===== src/rtl/complete_arbiter.sv =====
// -----------------------------------------------------------------------------
// complete_arbiter
//   Shares CDB_W complete-stage (CDB) ports among NUM_FU functional units.
//   Every cycle up to CDB_W requesters are granted. Starved FUs go first in
//   ascending index order. The remaining FUs follow in round-robin order
//   starting at rr_ptr. Losing requesters get complete_stall and hold their
//   result.
//
// Ports
//   clock            : system clock, state updates on posedge
//   reset            : asynchronous active-low reset
//   want_to_complete : per-FU "result valid" request
//   cdb_block        : complete stage accepts nothing this cycle
//   complete_stall   : per-FU "hold your result" (want & ~grant)
//   grant            : per-FU grant, popcount <= CDB_W
//   cdb_valid        : CDB port k carries a granted FU
//   cdb_sel          : FU index routed to CDB port k (SEL_W bits per port)
//   starved          : per-FU stall counter >= STARVE_LIMIT (debug)
// -----------------------------------------------------------------------------
module complete_arbiter #(
  parameter  int NUM_FU       = 4,
  parameter  int CDB_W        = 2,
  parameter  int STARVE_LIMIT = 6,
  localparam int SEL_W        = $clog2(NUM_FU)
) (
  input  logic                     clock,
  input  logic                     reset,
  input  logic [NUM_FU-1:0]        want_to_complete,
  input  logic                     cdb_block,
  output logic [NUM_FU-1:0]        complete_stall,
  output logic [NUM_FU-1:0]        grant,
  output logic [CDB_W-1:0]         cdb_valid,
  output logic [CDB_W*SEL_W-1:0]   cdb_sel,
  output logic [NUM_FU-1:0]        starved
);

  logic [SEL_W-1:0]       rr_ptr_q;
  logic [SEL_W-1:0]       rr_ptr_d;
  logic [3:0]             stall_cnt_q [NUM_FU];
  logic [3:0]             stall_cnt_d [NUM_FU];

  logic [NUM_FU-1:0]      starved_s;
  logic [NUM_FU-1:0]      grant_s;
  logic [CDB_W-1:0]       cdb_valid_s;
  logic [CDB_W*SEL_W-1:0] cdb_sel_s;
  logic                   rr_won_s;
  logic [SEL_W-1:0]       last_rr_s;

  // Starvation flags straight from the registered counters.
  always_comb begin
    for (int i = 0; i < NUM_FU; i++) begin
      starved_s[i] = (stall_cnt_q[i] >= 4'(STARVE_LIMIT));
    end
  end

  // Winner selection: starved FUs first, then round-robin from rr_ptr.
  always_comb begin : arb_comb
    int               n_win;
    logic [SEL_W-1:0] idx;
    grant_s     = '0;
    cdb_valid_s = '0;
    cdb_sel_s   = '0;
    rr_won_s    = 1'b0;
    last_rr_s   = '0;
    n_win       = 0;
    idx         = '0;
    // Grants are suppressed while in reset so the outputs read as idle.
    if (reset && !cdb_block) begin
      for (int i = 0; i < NUM_FU; i++) begin
        if (want_to_complete[i] && starved_s[i] && (n_win < CDB_W)) begin
          grant_s[i] = 1'b1;
          for (int k = 0; k < CDB_W; k++) begin
            if (k == n_win) begin
              cdb_valid_s[k]                = 1'b1;
              cdb_sel_s[k*SEL_W +: SEL_W]   = SEL_W'(i);
            end else begin
              cdb_valid_s[k]                = cdb_valid_s[k];
            end
          end
          n_win = n_win + 1;
        end else begin
          grant_s[i] = grant_s[i];
        end
      end
      for (int j = 0; j < NUM_FU; j++) begin
        idx = SEL_W'((int'(rr_ptr_q) + j) % NUM_FU);
        // Starved FUs were already considered above; skip them here.
        if (want_to_complete[idx] && !starved_s[idx] && (n_win < CDB_W)) begin
          grant_s[idx] = 1'b1;
          rr_won_s     = 1'b1;
          last_rr_s    = idx;
          for (int k = 0; k < CDB_W; k++) begin
            if (k == n_win) begin
              cdb_valid_s[k]                = 1'b1;
              cdb_sel_s[k*SEL_W +: SEL_W]   = idx;
            end else begin
              cdb_valid_s[k]                = cdb_valid_s[k];
            end
          end
          n_win = n_win + 1;
        end else begin
          grant_s[idx] = grant_s[idx];
        end
      end
    end else begin
      grant_s = '0;
    end
  end

  // Next-state: pointer moves past the last round-robin winner; counters
  // saturate while stalled and clear otherwise.
  always_comb begin
    if (rr_won_s) begin
      rr_ptr_d = SEL_W'((int'(last_rr_s) + 1) % NUM_FU);
    end else begin
      rr_ptr_d = rr_ptr_q;
    end
    for (int i = 0; i < NUM_FU; i++) begin
      if (want_to_complete[i] && !grant_s[i]) begin
        stall_cnt_d[i] = (stall_cnt_q[i] == 4'd15) ? 4'd15 : (stall_cnt_q[i] + 4'd1);
      end else begin
        stall_cnt_d[i] = 4'd0;
      end
    end
  end

  // State registers.
  always_ff @(posedge clock or negedge reset) begin
    if (!reset) begin
      rr_ptr_q <= '0;
      for (int i = 0; i < NUM_FU; i++) begin
        stall_cnt_q[i] <= 4'd0;
      end
    end else begin
      rr_ptr_q <= rr_ptr_d;
      for (int i = 0; i < NUM_FU; i++) begin
        stall_cnt_q[i] <= stall_cnt_d[i];
      end
    end
  end

  assign grant          = grant_s;
  assign complete_stall = want_to_complete & ~grant_s;
  assign cdb_valid      = cdb_valid_s;
  assign cdb_sel        = cdb_sel_s;
  assign starved        = starved_s;

endmodule


===== config.mk =====
export PLATFORM = sky130hd
export DESIGN_NAME = complete_arbiter
export DESIGN_NICKNAME = d
export VERILOG_FILES = /design/src/rtl/complete_arbiter.sv
export SDC_FILE = /design/constraint.sdc
export NUM_CORES = 1
export LEC_CHECK = 0
export ABC_CLOCK_PERIOD_IN_PS = 8100
export CORE_MARGIN = 10
export CORE_UTILIZATION = 54
export DETAILED_ROUTE_END_ITERATION = 10
export PLACE_DENSITY = 0.78
export SYNTH_ARGS = -nofsm -noshare
export SYNTH_HDL_FRONTEND = slang
export SYNTH_SLANG_ARGS = --single-unit
export TNS_END_PERCENT = 10

===== constraint.sdc =====
create_clock -name clock -period 8.1 [get_ports clock]
set_input_delay 1.215 -clock clock [delete_from_list [all_inputs] [get_ports clock]]
set_output_delay 1.215 -clock clock [all_outputs]
set_load 0.03 [all_outputs]

## After elaboration in Yosys (flattened, before gate mapping)

Cells that the tools add are included.

- Register bits after elaboration: 18
- Input port bits: 7

- Add/subtract/negate cells: 14
- Order comparisons: 19
- Equal/unequal tests: 11
- Mux-type cells: 132
- Bitwise gates (word level): 6
- Reduce and logical (&&, ||, !) cells: 40

Operators with widths:

| kind | count |
|---|---|
| 32-bit 2-to-1 mux | 13 |
| 2-bit by 32-bit equality test with 1-bit output, first input constant | 7 |
| 32-bit zero test | 7 |
| 32-bit by 3-bit < comparator with 1-bit output, second input constant | 7 |
| 32-bit by 2-bit adder with 32-bit output, second input constant | 6 |
| 4-bit 2-to-1 mux | 24 |
| 2-bit 2-to-1 mux | 27 |
| 1-bit 2-to-1 mux | 47 |
| 1-bit binary-select mux with 2-bit select | 12 |
| 1-bit logical AND | 24 |
| 4-bit by 1-bit adder with 4-bit output, second input constant | 4 |
| 4-bit bitwise mux | 4 |
| 4-bit equality test, second input constant | 4 |
| 4-bit by 3-bit >= comparator with 1-bit output, second input constant | 4 |
| 4-bit bitwise OR | 4 |
| 2-bit by 3-bit < comparator with 1-bit output, second input constant | 4 |
| 1-bit zero test | 9 |
| 1-bit demux with 2-bit select | 4 |
| 2-bit by 1-bit >= comparator with 1-bit output, second input constant | 4 |
| 2-bit by 1-bit adder with 2-bit output, second input constant | 2 |
| 2-bit adder, second input constant | 2 |
| 4-bit AND | 1 |
| 4-bit NOT | 1 |
| 3-bit 2-to-1 mux | 1 |

## Logic depth before layout (Yosys ltp)

Gate-level depths: netlist (run 1).

- Depth in word-level cells: 39
- Mapped depth: 34
- Gate-level depth less buffers: 31

## Least setup slack after synthesis (run 1)

No wires, ideal clock.

- Path type: input-to-output
- Start: input port want_to_complete[1]
- End: output port complete_stall[1]
- Data arrival time: 7.774 ns
- Slack: -0.889 ns
- Stages on the path: 27
- Cell sequence: and2_1 ha_1 nand2b_2 nor4_1 nor2_1 ha_1 nor2b_1 nor3_1 or3_1 buf_2 nor3_4 clkbuf_1 xnor2_1 ha_1 or4_1 and2_1 ha_1 nand2b_1 a31o_1 or4_1 clkbuf_1 and2_1 nor3b_1 a221oi_2 nand3_2 o41ai_4 nor2_1

- Longest elaborated chain between the ends: 34
- Elaborated cells on any way between the ends: 75
- Classes of those cells: 5 x add/sub; 6 x order compare; 46 x mux; 6 x bitwise; 12 x reduce/logical

RTL lines:

| item | line | RTL |
|---|---|---|
| from (decl) | 28 | `input logic [NUM_FU-1:0] want_to_complete,` |
| branches (longest 30 deep; another with 32-bit by 3-bit < comparator with 1-bit output) | -- |  |
| 4-bit 2-to-1 mux * | 88 | `if (want_to_complete[idx] && !starved_s[idx] && (n_win < CDB_W)) begin` |
| 4-bit 2-to-1 mux * | 68 | `if (reset && !cdb_block) begin` |
| net grant[1] | 31 | `output logic [NUM_FU-1:0] grant,` |
| 4-bit NOT * | 143 | `assign complete_stall = want_to_complete & ~grant_s;` |
| 4-bit AND * | 143 |  |
| to (decl) | 30 | `output logic [NUM_FU-1:0] complete_stall,` |

Mark *: on every way through the listed nets, which the timed path passes. The select of a mux whose other input is x is not followed.

## Worst setup path after layout (run 1)

- Start: input port want_to_complete[1]
- End: output port grant[2]

- Longest elaborated chain between the ends: 32
- Elaborated cells on any way between the ends: 73
- Classes of those cells: 5 x add/sub; 6 x order compare; 46 x mux; 4 x bitwise; 12 x reduce/logical

RTL lines:

| item | line |
|---|---|
| branches (longest 30 deep; another with 32-bit by 3-bit < comparator with 1-bit output) | -- |
| 4-bit 2-to-1 mux * | 88 |
| 4-bit 2-to-1 mux * | 68 |
| to (decl) | 31 |

Every way passes the cells marked *. The select of a mux whose other input is x is not followed.

==> impl_metrics.py, run 1 <==
metrics = {
    "status": {
        "status": "complete, no violations",
    },
    "grt": {
        "met3_usage": 0.0270,
        "grtUsageMet2": 0.367,
        "grt_pass1_vias": 3356,
        "antenna_found_initial": 0,
        "use_met1": 0.291,
        "gr-usage-all-layers": 0.222,
        "overflow": 0,
        "grt_first_pass_wirelength_um": 16300,
        "top_usage_layer": "met2",
        "grt_max_degree": 23,
    },
    "placed_design": {
        "gp_congestion": 0.984,
        "dp_hpwl_um": 7800,
        "place_ws_ns": -0.824,
        "placed_area_um2": 3770,
        "port_buffers": 24,
    },
    "route": {
        "drtPass1Iterations": 5,
        "drt-total-wl_um": 10000,
        "drc": 0,
        "wire_per_inst_um": 18.2,
        "drt_iter0_markers": 240,
        "viasPerCell": 6.35,
        "vias": 3501,
        "ant_nets": 0,
    },
    "timing": {
        "setup_slack_ns": 0.0497,
        "setup_violations": 0,
        "fin_tns_setup_ns": 0,
        "hold_viol_final": 0,
        "max_freq_mhz": 124,
        "worst_pin_slew_ns": 0.892,
        "rsz0062_at_grt": "true",
        "hold_slack_ns": 0.518,
        "period_needed_ns": 8.05,
        "fin_crit_sh": 0.994,
        "slew_violations": 0,
        "finClkSkew_ns": 0.000996,
        "relSlewSlack": 0.400,
    },
    "setup_path": {
        "worstPathArrival_ns": 6.84,
        "endpoint_kind": "output port",
        "required_ns": 6.88,
        "worstSetupStartpointType": "input port",
        "reg2reg_slack_ns": 1.51,
        "crit_type": "input port to output port",
        "cp_max_fo": 5,
    },
    "synthesis": {
        "synth_top_area_share": 0.150,
        "synthArstFlopShare": 1.00,
        "ys_top_cells_by_count": "37 x nand2_1, 32 x ha_1, 31 x nor2_1",
        "synth_top_area_cell": "dfrtp_1",
        "synth_cell_types": 68,
        "yosysWarnings": 0,
        "synthesis.area_um2": 2990,
        "ys_seq_elements": 18,
        "syn_nets": 442,
        "synth_edf_count": 0,
        "synth_area_leaders": "dfrtp_1 15%, ha_1 13%, a21oi_1 4.8%",
        "syn_inst": 403,
        "seq_area_frac_synth": 0.150,
        "yosysMostFrequentCell": "nand2_1",
        "synth_ff_type": "dfrtp_1",
        "synth_area_per_cell_um2": 7.43,
    },
    "floorplanning": {
        "io_pins": 25,
        "fp.dieW_um": 94.5,
        "start_util": 0.550,
        "rows": 27,
        "die_h_um": 94.5,
        "dieArea_um2": 8920,
        "coreArea_um2": 5440,
    },
    "cts": {
        "htree_levels": 1,
        "cts_root_buf": "clkbuf_8",
        "cts_tree": "done",
        "insertion_delay_ns": 0.25,
        "clock_sinks": 18,
        "clock_path_buffers": 2,
        "cts_buffers": 3,
        "clk_pin_slew_worst_paths_ns": 0.07,
    },
    "final_layout": {
        "syn2layout_area_growth_pct": 31.1,
        "fin_nets": 519,
        "final_core_util": 0.722,
        "num_antenna_cells": 0,
        "drive_gt1_frac": 0.253,
        "finalInstanceArea_um2": 3930,
    },
    "power": {
        "ir_worst_vdd_uv": 300,
        "p_per_area_nw_per_um2": 479,
        "power_leakage_nw": 1.83,
    },
    "job": {
        "timing.max_cap.violations": 0,
    },
    "hold_path": {
        "hold_path_class": "flop to flop",
    },
}
## final cells by class
cell class,count,area (µm²)
clock buffer,4,55.1
sequential,18,450
multi-input combinational,336,2500
tap,72,90.1
fill,449,1510
inverter,32,120
timing repair buffer,89,708
## stage by stage
stage | instances | total power [mW]
final | 551 | 1.88
after global routing | 551 | 2.04
after CTS | 550 | 1.85
after detailed placement | 539 | 1.72
after global placement | 539 | 1.71
after floorplan | 403 | 1.23
## flip-flops by register name, summed over array words and instances, names as in the netlist
register and flops:
rr_ptr_q 2, stall_cnt_q 16
## routing by layer
metal / up-vias / wire length, µm
met2: 158 / 4690
met5: - / 0
li1: 1674 / -
met1: 1641 / 4320
met4: 0 / 238
met3: 28 / 767
## path summary, 6_finish.rpt
| kind | start | to | depth (start not counted) |
|---|---|---|---|
| max in group asynchronous | reset | stall_cnt_q[5] | 1 |
| max reg2reg | stall_cnt_q[13] | stall_cnt_q[5] | 32 |
| min reg2reg | stall_cnt_q[4] | stall_cnt_q[4] | 1 |
| max | want_to_complete[1] | grant[2] | 28 |
| min | stall_cnt_q[4] | stall_cnt_q[4] | 1 |
| min in group asynchronous | reset | stall_cnt_q[12] | 1 |
## report_power, final
part | leakage [nW] | internal [mW] | total, mW | switching [mW]
logic | 1.56 | 0.695 | 1.67 | 0.971
clock network | 0.0288 | 0.0432 | 0.0723 | 0.0292
registers | 0.238 | 0.115 | 0.142 | 0.0261
## critical path, cell delays in order
cell,delay (ns)
clkdlybuf4s15_2,0.20
and2_4,0.19
ha_4,0.15
nand2b_4,0.16
nor4_4,0.29
nor2_2,0.09
ha_1,0.30
nor2b_4,0.13
nor3_1,0.06
or3_4,0.36
nor3_4,0.29
xnor2_4,0.16
ha_4,0.22
or4_1,0.40
and2_4,0.18
ha_4,0.25
nand2b_1,0.07
a31o_1,0.18
or4_4,0.44
and2_4,0.16
nor3b_2,0.15
a221oi_2,0.24
nand3_2,0.15
buf_6,0.17
o41ai_4,0.20
buf_4,0.20
buf_6,0.10
buf_6,0.12
## cell families after synthesis
kind of cell               count (synthesis)  synth area share
AOI/OAI and AO/OA                        136             0.337
xor gates and xnor gates                   6            0.0176
adders and majority gates                 32             0.134
buffers and inverters                     49            0.0627
DFF                                       18             0.150
muxes                                      7            0.0318
and+or+nand+nor                          155             0.267
## repair_timing
action                     CTS  global route
setup endpoints to repair    8             8
pin swaps                   18             6
buffers inserted             7             1
gates resized for setup     30             7
hold buffers                 0             0
## cell usage in the layout, fill, tap and decap left out, types with 5 or more instances in the layout
| cell type | n |
|---|---|
| nand2_1 | 36 |
| o21a_1 | 5 |
| or3_1 | 7 |
| nor2_1 | 27 |
| o211ai_1 | 5 |
| ha_1 | 26 |
| dfrtp_1 | 18 |
| a211oi_1 | 10 |
| a21oi_1 | 29 |
| clkdlybuf4s50_1 | 7 |
| o21ai_0 | 21 |
| mux2i_1 | 5 |
| nand3_1 | 18 |
| nand2b_1 | 6 |
| nor3_1 | 17 |
| buf_4 | 72 |
| a31oi_1 | 6 |
| inv_1 | 29 |
Note: power is estimated with default switching activity, not from simulation.
==> inputs of run 2 (changes only) <==
- ABC_AREA: not set -> 1
- CAP_MARGIN: not set -> 20
- CORE_UTILIZATION: 54 -> 53
==> run 2 against run 1 <==
Worst hold slack improved by 0.033 ns. Largest cell class unchanged. Critical endpoint is now grant[3]. Design area fell by 24%. Clock power fell by 16%. Register-to-register slack improved by 1.4 ns. Synthesized cell count rose by 2.7%. Die area fell by 9.2%. Flip-flop and latch count did not move.
==> impl_metrics.py, run 2 <==
metrics = {
    "route": {
        "drt-total-wl_um": 6050,
        "wire_per_inst_um": 11.9,
        "viasPerCell": 5.10,
        "drtPass1Iterations": 4,
        "drc": 0,
        "ant_nets": 0,
        "drt_iter0_markers": 207,
        "vias": 2592,
    },
    "synthesis": {
        "synth_top_area_cell": "dfrtp_1",
        "syn_inst": 414,
        "syn_nets": 453,
        "synthesis.area_um2": 2600,
        "yosysWarnings": 0,
        "ys_seq_elements": 18,
        "synth_area_leaders": "dfrtp_1 17%, nand2_1 16%, ha_1 15%",
        "synth_edf_count": 0,
        "synthArstFlopShare": 1.00,
        "seq_area_frac_synth": 0.173,
        "synth_top_area_share": 0.173,
        "synth_area_per_cell_um2": 6.27,
        "synth_ff_type": "dfrtp_1",
        "ys_top_cells_by_count": "111 x nand2_1, 77 x inv_1, 42 x nand3_1",
        "synth_cell_types": 39,
        "yosysMostFrequentCell": "nand2_1",
    },
    "floorplanning": {
        "start_util": 0.550,
        "coreArea_um2": 4720,
        "rows": 25,
        "die_h_um": 90.0,
        "dieArea_um2": 8100,
        "io_pins": 25,
        "fp.dieW_um": 90.0,
    },
    "setup_path": {
        "worstPathArrival_ns": 6.54,
        "cp_top_family": "buffers and inverters",
        "crit-reg2reg-launch": "stall_cnt_q[12]",
        "r2r_cells": 26,
        "critPathMaxStageDelay_ns": 0.67,
        "required_ns": 6.88,
        "worstSetupStartpointType": "input port",
        "reg2reg_slack_ns": 2.93,
        "cp_max_fo": 9,
        "cp_slowest_cell": "clkdlybuf4s50_1",
        "crit_type": "input port to output port",
        "endpoint_kind": "output port",
        "crit_top_cell": "inv_1",
        "critPathBufInv": 10,
        "worst_r2r_endpoint": "rr_ptr_q[1]",
    },
    "job": {
        "timing.max_cap.violations": 0,
    },
    "final_layout": {
        "drive_gt1_frac": 0.0952,
        "final_core_util": 0.633,
        "layout_common_cells": "111 x nand2_1, 77 x inv_1, 42 x nand3_1",
        "seq_area_um2": 450,
        "top_regs": "stall_cnt_q (16), rr_ptr_q (2)",
        "syn2layout_area_growth_pct": 15.1,
        "max_flop_register": "stall_cnt_q",
        "n_fill_cell": 458,
        "largest_reg_flops": 16,
        "num_antenna_cells": 0,
        "fin_nets": 482,
        "multi_input_area_um2": 1820,
        "fin_cells": 508,
        "layout_commonest_cell": "nand2_1",
    },
    "timing": {
        "worst_pin_slew_ns": 0.781,
        "setup_violations": 0,
        "hold_viol_final": 0,
        "slew_violations": 0,
        "finClkSkew_ns": 0.00290,
        "fin_tns_setup_ns": 0,
        "hold_slack_ns": 0.551,
        "max_freq_mhz": 129,
        "fin_crit_sh": 0.957,
        "relSlewSlack": 0.478,
        "period_needed_ns": 7.75,
    },
    "cts": {
        "htree_levels": 1,
        "cts_resized": 0,
        "cts_tree": "done",
        "cts_buffers": 3,
        "clk_pin_slew_worst_paths_ns": 0.06,
        "holdBufCountCts": 0,
        "insertion_delay_ns": 0.25,
        "clock_sinks": 18,
        "cts_root_buf": "clkbuf_8",
        "clock_path_buffers": 2,
        "cts_setup_buffers": 0,
    },
    "hold_path": {
        "hold_start": "stall_cnt_q[4]",
        "hold_path_class": "flop to flop",
        "min_delay_path_depth": 3,
        "hold_path_end": "stall_cnt_q[4]",
    },
    "placed_design": {
        "dp_cells": 505,
        "dp_hpwl_um": 4940,
        "port_buffers": 24,
        "gp_congestion": 0.932,
    },
    "grt": {
        "grt_first_pass_wirelength_um": 10600,
        "antenna_found_initial": 0,
        "grt_max_degree": 23,
        "overflow": 0,
        "gr-usage-all-layers": 0.146,
        "grt_pass1_vias": 2368,
    },
    "power": {
        "power_mw": 1.31,
        "power_leakage_nw": 1.81,
        "ir_worst_vdd_uv": 212,
        "p_per_area_nw_per_um2": 437,
    },
    "status": {
        "status": "complete, no violations",
    },
}
==> run 2: cell count changes after synthesis, moves of 7 or more <==
cell	delta
a211oi_1	-9
a21oi_1	-15
clkbuf_1	-10
inv_1	+47
nand2_1	+74
nand2_2	+12
nand3_1	+24
nor3_1	-17
or3_1	-7
==> run 2: final cells by class <==
| cell class | count | area share |
|---|---|---|
| repair buffers | 28 | 0.0971 |
| multi-input cells | 311 | 0.609 |
| clock buffers | 3 | 0.0138 |
| inverters | 81 | 0.102 |
| flip-flops and latches | 18 | 0.151 |
| well taps | 67 | 0.0280 |
==> run 2: per-layer routing <==
layer / routed length [µm] / track usage
met1: 2850 / 0.187
met2: 2810 / 0.246
met3: 343 / 0.0283
met4: 53 / 0.0332
met5: 0 / 0
==> run 2: logic make-up (layout without fill, tap and decap cells) <==
family	Yosys count	count (layout)	synth area share
compound gates	58	58	0.137
xor+xnor	6	6	0.0260
buf+inv	85	112	0.128
fa+ha+maj	32	32	0.154
simple gates	215	215	0.382
flops	18	18	0.173
==> run 2: how the worst max path moves through the flow <==
stage                              startpoint      endpoint  cells after the start
after detailed placement  want_to_complete[0]  cdb_valid[1]                     24
final                     want_to_complete[0]      grant[3]                     27
after CTS                 want_to_complete[0]  cdb_valid[1]                     24
after global routing      want_to_complete[0]      grant[0]                     27
after floorplan           want_to_complete[0]    cdb_sel[0]                     21
after global placement    want_to_complete[0]    cdb_sel[2]                     24
==> run 2: worst reg2reg max path, stage by stage (launching register included) <==
cell	delay, ns
dfrtp_1	0.41
inv_1	0.07
ha_1	0.13
nand3_1	0.14
a21oi_2	0.27
inv_1	0.12
ha_1	0.28
inv_1	0.09
xor2_1	0.17
inv_1	0.08
ha_1	0.28
nor2_2	0.22
nor2_8	0.09
ha_1	0.33
o21ai_4	0.21
inv_2	0.08
ha_1	0.30
o21ai_2	0.24
inv_1	0.10
ha_1	0.28
nand2_1	0.06
a211oi_2	0.33
o21ai_2	0.20
nand2_2	0.10
o21ai_2	0.06
or3_1	0.37
o211ai_2	0.07
==> run 2: where the power goes <==
part           switching, mW  internal [mW]
clock network         0.0276         0.0330
logic                  0.700          0.391
registers             0.0440          0.112
total                  0.772          0.536
==> run 2: per-stage QoR <==
stage / cell area (µm²) / setup slack [ns]
CTS: 2970 / 0.141
detailed placement: 2920 / 0.145
global placement: 2920 / 0.300
global route: 2990 / -0.000308
finish: 2990 / 0.350
floorplan: 2600 / 1.16
